[src/rtl/gamepad_reader.sv]
// rtl/gamepad_reader.sv - serial gamepad poller: latch, clocked shift-in, registered button state
module gamepad_reader #(
  parameter int NUM_BUTTONS  = 8,
  parameter int LATCH_CYCLES = 1200,
  parameter int HALF_PERIOD  = 300,
  parameter int POLL_PERIOD  = 1666667
) (
  input  logic                   clk_in,
  input  logic                   rst_in,
  input  logic                   chip_data_raw,
  output logic                   chip_latch_out,
  output logic                   chip_clk_out,
  output logic [NUM_BUTTONS-1:0] buttons_out,
  output logic                   valid_out,
  output logic                   changed_out
);

  localparam int PHASE_MAX = (LATCH_CYCLES > HALF_PERIOD) ? LATCH_CYCLES : HALF_PERIOD;
  localparam int PHASE_W   = (PHASE_MAX > 1) ? $clog2(PHASE_MAX) : 1;
  localparam int POLL_W    = (POLL_PERIOD > 1) ? $clog2(POLL_PERIOD) : 1;
  localparam int IDX_W     = (NUM_BUTTONS > 1) ? $clog2(NUM_BUTTONS) : 1;

  typedef enum logic [2:0] {
    S_IDLE,
    S_LATCH,
    S_LOW,
    S_HIGH,
    S_DONE
  } state_t;

  state_t                  state;
  state_t                  next_state;
  logic [PHASE_W-1:0]      phase_cnt;
  logic [POLL_W-1:0]       poll_cnt;
  logic [IDX_W-1:0]        bit_idx;
  logic [NUM_BUTTONS-1:0]  shift;
  logic [NUM_BUTTONS-1:0]  shift_d;
  logic                    data_meta;
  logic                    data_sync;
  logic                    first_poll;
  logic                    phase_last;
  logic                    poll_due;
  logic                    sample;
  logic                    latch_d;
  logic                    clk_d;
  logic                    load_d;

  // Line idles high (released), so the synchronizer resets to 1
  always_ff @(posedge clk_in or posedge rst_in) begin
    if (rst_in) begin
      data_meta <= 1'b1;
      data_sync <= 1'b1;
    end else begin
      data_meta <= chip_data_raw;
      data_sync <= data_meta;
    end
  end

  always_comb begin
    phase_last = 1'b0;
    if (state == S_LATCH)
      phase_last = (phase_cnt == PHASE_W'(LATCH_CYCLES - 1));
    else
      phase_last = (phase_cnt == PHASE_W'(HALF_PERIOD - 1));
  end

  assign poll_due = first_poll || (poll_cnt == POLL_W'(POLL_PERIOD - 1));

  always_ff @(posedge clk_in or posedge rst_in) begin
    if (rst_in) state <= S_IDLE;
    else        state <= next_state;
  end

  // DONE may chain straight into LATCH when a transaction outlasts the poll period
  always_comb begin
    next_state = state;
    case (state)
      S_IDLE:  if (poll_due) next_state = S_LATCH;
      S_LATCH: if (phase_last) next_state = S_LOW;
      S_LOW: begin
        if (phase_last) begin
          if (bit_idx < IDX_W'(NUM_BUTTONS - 1)) next_state = S_HIGH;
          else                                   next_state = S_DONE;
        end
      end
      S_HIGH:  if (phase_last) next_state = S_LOW;
      S_DONE:  next_state = poll_due ? S_LATCH : S_IDLE;
      default: next_state = S_IDLE;
    endcase
  end

  always_comb begin
    latch_d = (next_state == S_LATCH);
    clk_d   = (next_state == S_HIGH);
    load_d  = (next_state == S_DONE);
    sample  = (state == S_LOW) && phase_last;
    shift_d = shift;
    if (sample) shift_d[bit_idx] = ~data_sync;
  end

  always_ff @(posedge clk_in or posedge rst_in) begin
    if (rst_in) begin
      phase_cnt      <= '0;
      poll_cnt       <= '0;
      bit_idx        <= '0;
      shift          <= '0;
      first_poll     <= 1'b1;
      chip_latch_out <= 1'b0;
      chip_clk_out   <= 1'b0;
      buttons_out    <= '0;
      valid_out      <= 1'b0;
      changed_out    <= 1'b0;
    end else begin
      if ((next_state != state) || (state == S_IDLE)) phase_cnt <= '0;
      else                                            phase_cnt <= phase_cnt + PHASE_W'(1);

      // Poll counter runs across the whole transaction and saturates rather than wrapping
      if ((state != S_LATCH) && (next_state == S_LATCH))  poll_cnt <= '0;
      else if (poll_cnt != POLL_W'(POLL_PERIOD - 1))      poll_cnt <= poll_cnt + POLL_W'(1);

      if (next_state == S_LATCH) first_poll <= 1'b0;

      if (state == S_LATCH)                bit_idx <= '0;
      else if (state == S_HIGH && phase_last) bit_idx <= bit_idx + IDX_W'(1);

      shift          <= shift_d;
      chip_latch_out <= latch_d;
      chip_clk_out   <= clk_d;
      valid_out      <= load_d;
      changed_out    <= load_d && (shift_d != buttons_out);
      if (load_d) buttons_out <= shift_d;
    end
  end

endmodule

[config.mk]
export PLATFORM = sky130hd
export DESIGN_NAME = gamepad_reader
export DESIGN_NICKNAME = d
export VERILOG_FILES = /design/src/rtl/gamepad_reader.sv
export SDC_FILE = /design/constraint.sdc
export NUM_CORES = 1
export LEC_CHECK = 0
export ABC_AREA = 1
export ABC_CLOCK_PERIOD_IN_PS = 4050
export CELL_PAD_IN_SITES_DETAIL_PLACEMENT = 0
export CELL_PAD_IN_SITES_GLOBAL_PLACEMENT = 2
export CORE_ASPECT_RATIO = 0.75
export CORE_MARGIN = 5
export CORE_UTILIZATION = 30
export DETAILED_ROUTE_END_ITERATION = 8
export PLACE_DENSITY = 0.76
export SYNTH_ARGS = -nofsm -noshare
export SYNTH_HDL_FRONTEND = slang
export SYNTH_SLANG_ARGS = --single-unit
[constraint.sdc]
create_clock -name clk_in -period 4.05 [get_ports clk_in]
set_input_delay 0.81 -clock clk_in [delete_from_list [all_inputs] [get_ports clk_in]]
set_output_delay 0.81 -clock clk_in [all_outputs]
set_load 0.05 [all_outputs]
==> results.md, run 1 <==
- Ys flop type: dfrtp_1
- CTS tree: yes
- Syn_nets: 425
- Clock sinks: 61
- Slew @ Worst Pin: 977 ps
- Worst endpoint data arrival time: 2550 ps
- Post-Synthesis Cells: around 420
- Async set-or-reset flop fraction in the synthesized netlist: 100%
- DRC viols: 0
- Largest delay share family, worst path: simple AND/OR/NAND/NOR gates
- Max Clk Rate: about 0.42 GHz
- Largest net degree at the start of global routing: between 40 and 50
- Initial Util: a little under a third
- Postcts setup bufs: 0
- Crit path launch type: flop
- Detailed Route Iter0 Violations: 87
- Post-route antenna net violation count: 0
- Root Driver: clkbuf_16
- Vias per Instance: roughly 4.3
- Total GRT Usage: 11.4%
- Synth Cell Area: between 3000 and 4000 sq um
- Status: finished clean
- Layout cells sized above 1: about an eighth
- Yosys Warn Count: 0
- HPWL after DPL: approximately 4900 um
- First-pass GRT wire length: 11800 um
- Netlist cell types: 37
- IO Port Bufs: 14
- Clk buf depth: 2
- RSZ-0062 raised after global routing: false
- Worst hold margin: approximately 350 ps
- DP Worst Slack: about 1600 ps
- PD cells: about 340 nW/um^2
- Initial antenna violation count: 0
- Register area share after synthesis: a little under half
- Comb power frac: under 10%
- Crit path max fanout: 18
- Slowest cell delay on critical path: between 300 and 400 ps
- WP buf/inv: 2
- Type of the worst setup path: flop to flop
- Peak supply drop: roughly 0.24 mV
- Fin. Hold Viols: 0
- Area Overhead vs Synth: 17.2%
- Final Critical Period: about 2400 ps
- Crit-path cells: ha_1, nand2_1, nand3b_1, inv_1, nand2_4, nor2_8, nand3_2, inv_1, nor3_1, nand3_2, nor2_1
- CTS Buf Count: 9
- Final setup fails: 0
- Final core utilization: between 30% and 40%
- Leak: 0.00183 uW
- Syn Area/Cell: approximately 8 sq um
- Die Y: roughly 100 um
- CTS Hold Bufs: 0
- Max-cap violations: 0
- Clock power frac: a little over half
- Max_slew headroom: a little over a third
- Switching power total: roughly 270 uW
- GR Overflow Total: 0
- Core Area: between 10000 and 15000 sq um
- Die Wd: roughly 130 um
- Site Rows: 33
- Min-Delay Path Class: flop to flop
- Total detailed-routing wirelength: around 6600 um
- Worst Setup Slack, final: ~1700 ps
- Placer's final routability congestion estimate: ~0.7
- Clock skew: between 9 and 10 ps
- CP endpoint kind: flop
- Final-stage net count: 446
- Net Sw Frac: between 20% and 30%
- Diodes inserted: 0
- Clk slew on worst S/H paths: approximately 50 ps
- Worst Path Required: 4240 ps
- Top Ports: 15
- Post-CTS Resized: 0
- Post-route setup TNS: 0 ps
- Number of global-route vias before repair: about 2500
- Fill cells: 1157
- Max-slew violations: 0
- Final period util: between 50% and 60%
- Internal Power: between 1000 and 1500 uW
- Clk Latency, worst-skew pair: ~330 ps
- DR WL/cell: between 10 and 15 um
- EDFF count, synth: 0
- Die Area: ~13000 sq um
- Sequential share of power: about 47%
- 1st-pass router iterations: 4
- Vias: about 2500
- Register bit total from synthesis: slightly above 60
- CP max-delay cell: dfrtp_1
- Deepest level of the CTS H-tree: 3
-- cell type report --
cell class / count / area [sq um] / area share [%]
clock inverter: 5 / 27.5 / 0.712
tap: 140 / 175 / 4.53
sequential: 61 / 1530 / 39.6
multi-input combinational: 275 / 1440 / 37.4
clock buffer: 11 / 243 / 6.28
timing repair buffer: 17 / 163 / 4.21
inverter: 75 / 282 / 7.29
-- through the flow --
step                      power [uW]  area, sq um  cells
after floorplan                  633         3300    418
after global placement           641         3590    568
after detailed placement         641         3590    568
after CTS                       1340         3860    584
after global routing            1370         3860    584
final                           1310         3860    584
-- worst paths after layout --
path	startpoint	endpoint	slack, ps	depth (start not counted)
min in group asynchronous	rst_in	shift[6]	1040	2
max in group asynchronous	rst_in	poll_cnt[4]	2280	3
worst max-delay path	phase_cnt[0]	phase_cnt[10]	1690	11
worst min register to register	data_meta	data_sync	350	0
worst min-delay path	data_meta	data_sync	350	0
worst max register to register	phase_cnt[0]	phase_cnt[10]	1690	11
-- registers in the layout, summed over array words and instances (netlist names) --
name            flops
buttons_out         8
shift               8
bit_idx             3
changed_out         1
phase_cnt          11
valid_out           1
poll_cnt           21
chip_clk_out        1
data_sync           1
first_poll          1
data_meta           1
chip_latch_out      1
state               3
-- routing by layer --
layer,up-vias,routed length (um),global-route usage [%]
met1,1120,3590,16.7
met4,0,77,4.03
li1,1370,-,-
met3,9,210,3.50
met5,-,0,0
met2,25,2750,15.8
-- placed cells by master (no fill, tap or decap), types with 2 or more instances in the layout --
master / count
nand2_1: 91
o21ai_1: 2
nor3b_1: 2
dfrtp_1: 58
clkdlybuf4s50_1: 14
nor2_1: 42
inv_2: 4
ha_1: 4
dfstp_2: 3
clkinv_2: 4
nand2_2: 2
nor2_2: 13
nand3_2: 4
inv_1: 71
clkbuf_16: 9
nand3_1: 24
nand2_4: 2
o21ai_0: 16
buf_4: 3
or2_2: 2
nand3b_1: 5
nor3_1: 20
xor2_1: 6
xnor2_1: 3
nand4_1: 16
nor3_2: 2
a21oi_1: 8
-- cells in the mapped netlist, types with 5 or more instances --
master / count / area [sq um]
a21oi_1: 8 / 40.0
dfrtp_1: 58 / 1450
inv_1: 72 / 270
nand2_1: 91 / 342
nand3_1: 24 / 120
nand3b_1: 5 / 37.5
nand4_1: 16 / 100
nor2_1: 42 / 158
nor2_2: 13 / 81.3
nor3_1: 21 / 105
o21ai_0: 16 / 80.1
xor2_1: 6 / 52.6
-- kinds of logic after synthesis --
logic type | synth area share [%]
multiplexers | 0.304
flip-flops | 46.4
adder cells (fa/ha/maj) | 1.52
XOR/XNOR | 2.39
buffers and inverters | 9.94
AND/OR/NAND/NOR | 35.0
AO/OA/AOI/OAI | 4.48
-- power by group through the flow --
| stage | combinational (uW) | clock, uW | sequential, uW |
|---|---|---|---|
| 2_1_floorplan | 10.3 | 0 | 623 |
| 3_5_place_dp | 16.9 | 0 | 624 |
| 5_1_grt | 19.2 | 734 | 614 |
| 4_1_cts | 17.0 | 708 | 614 |
| 6_report | 15.3 | 683 | 614 |
| 3_3_place_gp | 16.7 | 0 | 624 |
Note: power is estimated with default switching activity, not from simulation.
==> run 2: changes to the inputs <==
--- a/config.mk
+++ b/config.mk
@@ -6,7 +6,7 @@
 export NUM_CORES = 1
 export LEC_CHECK = 0
 export ABC_AREA = 1
-export ABC_CLOCK_PERIOD_IN_PS = 4050
+export ABC_CLOCK_PERIOD_IN_PS = 2200
 export CELL_PAD_IN_SITES_DETAIL_PLACEMENT = 0
 export CELL_PAD_IN_SITES_GLOBAL_PLACEMENT = 2
 export CORE_ASPECT_RATIO = 0.75
==> constraint.sdc (replaced) <==
create_clock -name clk_in -period 2.2 [get_ports clk_in]
set_input_delay 0.44 -clock clk_in [delete_from_list [all_inputs] [get_ports clk_in]]
set_output_delay 0.44 -clock clk_in [all_outputs]
set_load 0.05 [all_outputs]
==> results.md, run 2 (same netlist as run 1, synthesis figures left out) <==
- Met2 Resource Use GR: between 15 and 20%
- Clk Latency, worst-skew pair: 330 ps
- Post-route setup TNS: 0 ps
- Worst endpoint data arrival time: 2300 ps
- Die Y: approximately 100 um
- Total detailed-routing wirelength: 7120 um
- CP max-delay cell: dfrtp_1
- Max_slew headroom: around two thirds
- Layout Cells excl Fill: about 600
- Final-stage net count: roughly 460
- First-pass GRT wire length: 12100 um
- Root Driver: clkbuf_16
- Total power: 2710 uW
- Placer's final routability congestion estimate: just under 0.8
- CTS Buf Count: 9
- Crit-path cells: ha_2, nand2_1, nand3b_1, inv_2, nand2_4, nor2_8, nand4_1, nand3_1, nand2_1, nor2_1, nand2_1, nor2_1, nor2_1
- Total GRT Usage: a little under an eighth
- Largest register by flop count: poll_cnt
- Type of the worst setup path: flop to flop
- Diodes inserted: 0
- HPWL after DPL: just over 5000 um
- Grt met3 use: under 10%
- Site Rows: 33
- Final Instance Area: roughly 4100 sq um
- Max Clk Rate: just under 0.5 GHz
- Core Area: roughly 11000 sq um
- Status: finished clean
- Crit path launch type: flop
- # placed instances: 578
- Most Crowded Layer GR: met1
- Layout cells sized above 1: approximately 18%
- Final Critical Period: approximately 2100 ps
- Leak: 0.00196 uW
- Clk slew on worst S/H paths: 50 ps
- Final setup fails: 0
- PD cells: between 600 and 700 nW/um^2
- Initial antenna violation count: 0
- 1st-pass router iterations: 4
- Fill cells: around 1100
- Fin. Hold Viols: 0
- Largest net degree at the start of global routing: 22
- Die Area: roughly 13000 sq um
- Max-cap violations: 0
- Post-route antenna net violation count: 0
- Clk buf depth: 2
- Initial Util: 30.4%
- GR Overflow Total: 0
- Vias: ~2700
- Worst Path Required: 2420 ps
- Number of global-route vias before repair: around 2500
- CTS tree: yes
- IO Port Bufs: 14
- Final core utilization: between 30 and 40%
- Max-slew violations: 0
- Clock skew: between 6 and 7 ps
- Met1 Track Usage GR: between 10% and 20%
- DRC viols: 0
- Slew @ Worst Pin: 508 ps
- Die Wd: between 100 and 150 um
- Commonest non-fill, non-tap cell in the layout: nand2_1
- CTS Hold Bufs: 0
- Peak supply drop: between 0.2 and 0.3 mV
- Vias per Instance: 4.45
- DR WL/cell: 11.8 um
- Detailed Route Iter0 Violations: 100
- Deepest level of the CTS H-tree: 3
- Final period util: a little over nine tenths
- Largest register FFs: 21
- Top Ports: 15
- Most frequent cells in the layout: nand2_1 (89), inv_1 (69), dfrtp_1 (58)
- RSZ-0062 raised after global routing: true
- Placed cell area: roughly 3700 sq um
- Min-Delay Path Class: flop to flop
- CP endpoint kind: flop
- Largest registers: poll_cnt x21, phase_cnt x11
- Crit path max fanout: 8
- Area Overhead vs Synth: 25.1%
- Clock sinks: 61
- Slowest cell delay on critical path: between 300 and 400 ps
[run 2: cell types whose count changed in the layout (fill, tap and decap cells not counted), sizes merged]
cell / change
buf: +16
clkbuf: +1
bufinv: +2
nor2: +1
clkinv: -2
clkinvlp: -1
[run 2: critical path, delay by kind of cell (launching register included)]
kind          cells  cell delay [ps]
fa+ha+maj         1              220
buf+inv           1              110
flops             1              380
simple gates     11             1260
[run 2: layout make-up]
type                       instances  area (sq um)  share of cell area (%)
inverter                          75           282                    6.83
timing repair buffer              33           299                    7.25
clock inverter                     4          70.1                    1.70
sequential                        61          1530                    37.1
tap                              140           175                    4.25
clock buffer                      12           256                    6.22
multi-input combinational        276          1510                    36.7
[run 2: report_power, final]
part / switching [uW] / total [uW] / internal [uW]
Combinational: 24.3 / 33.6 / 9.29
Clock: 495 / 1540 / 1050
Sequential: 3.31 / 1130 / 1130
Total: 522 / 2710 / 2180
[run 2: per-layer routing]
metal	routed length, um	vias to the layer above
met2	2950	21
met4	98	0
met1	3840	1238
met3	230	9
li1	-	1406
met5	0	-
[run 2: repair_timing]
item,CTS,global route
resized for setup,1,13
endpoints found under the hold margin,0,0
pin swaps,1,5
endpoints found under the setup margin,8,15
cloned,1,0
setup buffers,2,4
[run 2: final timing paths]
kind                         startpoint              to  slack [ps]  cells after the start
max                        phase_cnt[0]     changed_out         120                     13
min                           data_meta       data_sync         350                      0
max reg2reg                phase_cnt[0]     changed_out         120                     13
min reg2reg                   data_meta       data_sync         350                      0
max in group asynchronous        rst_in      first_poll        1190                      3
min in group asynchronous        rst_in  buttons_out[6]         460                      2
[run 2: per-stage QoR]
step / setup slack (ps) / hold WS, ps
2_1_floorplan: 252 / 345
3_3_place_gp: -14.7 / 348
4_1_cts: 15.2 / 353
5_1_grt: -42.2 / 356
3_5_place_dp: -37.4 / 350
6_report: 119 / 352
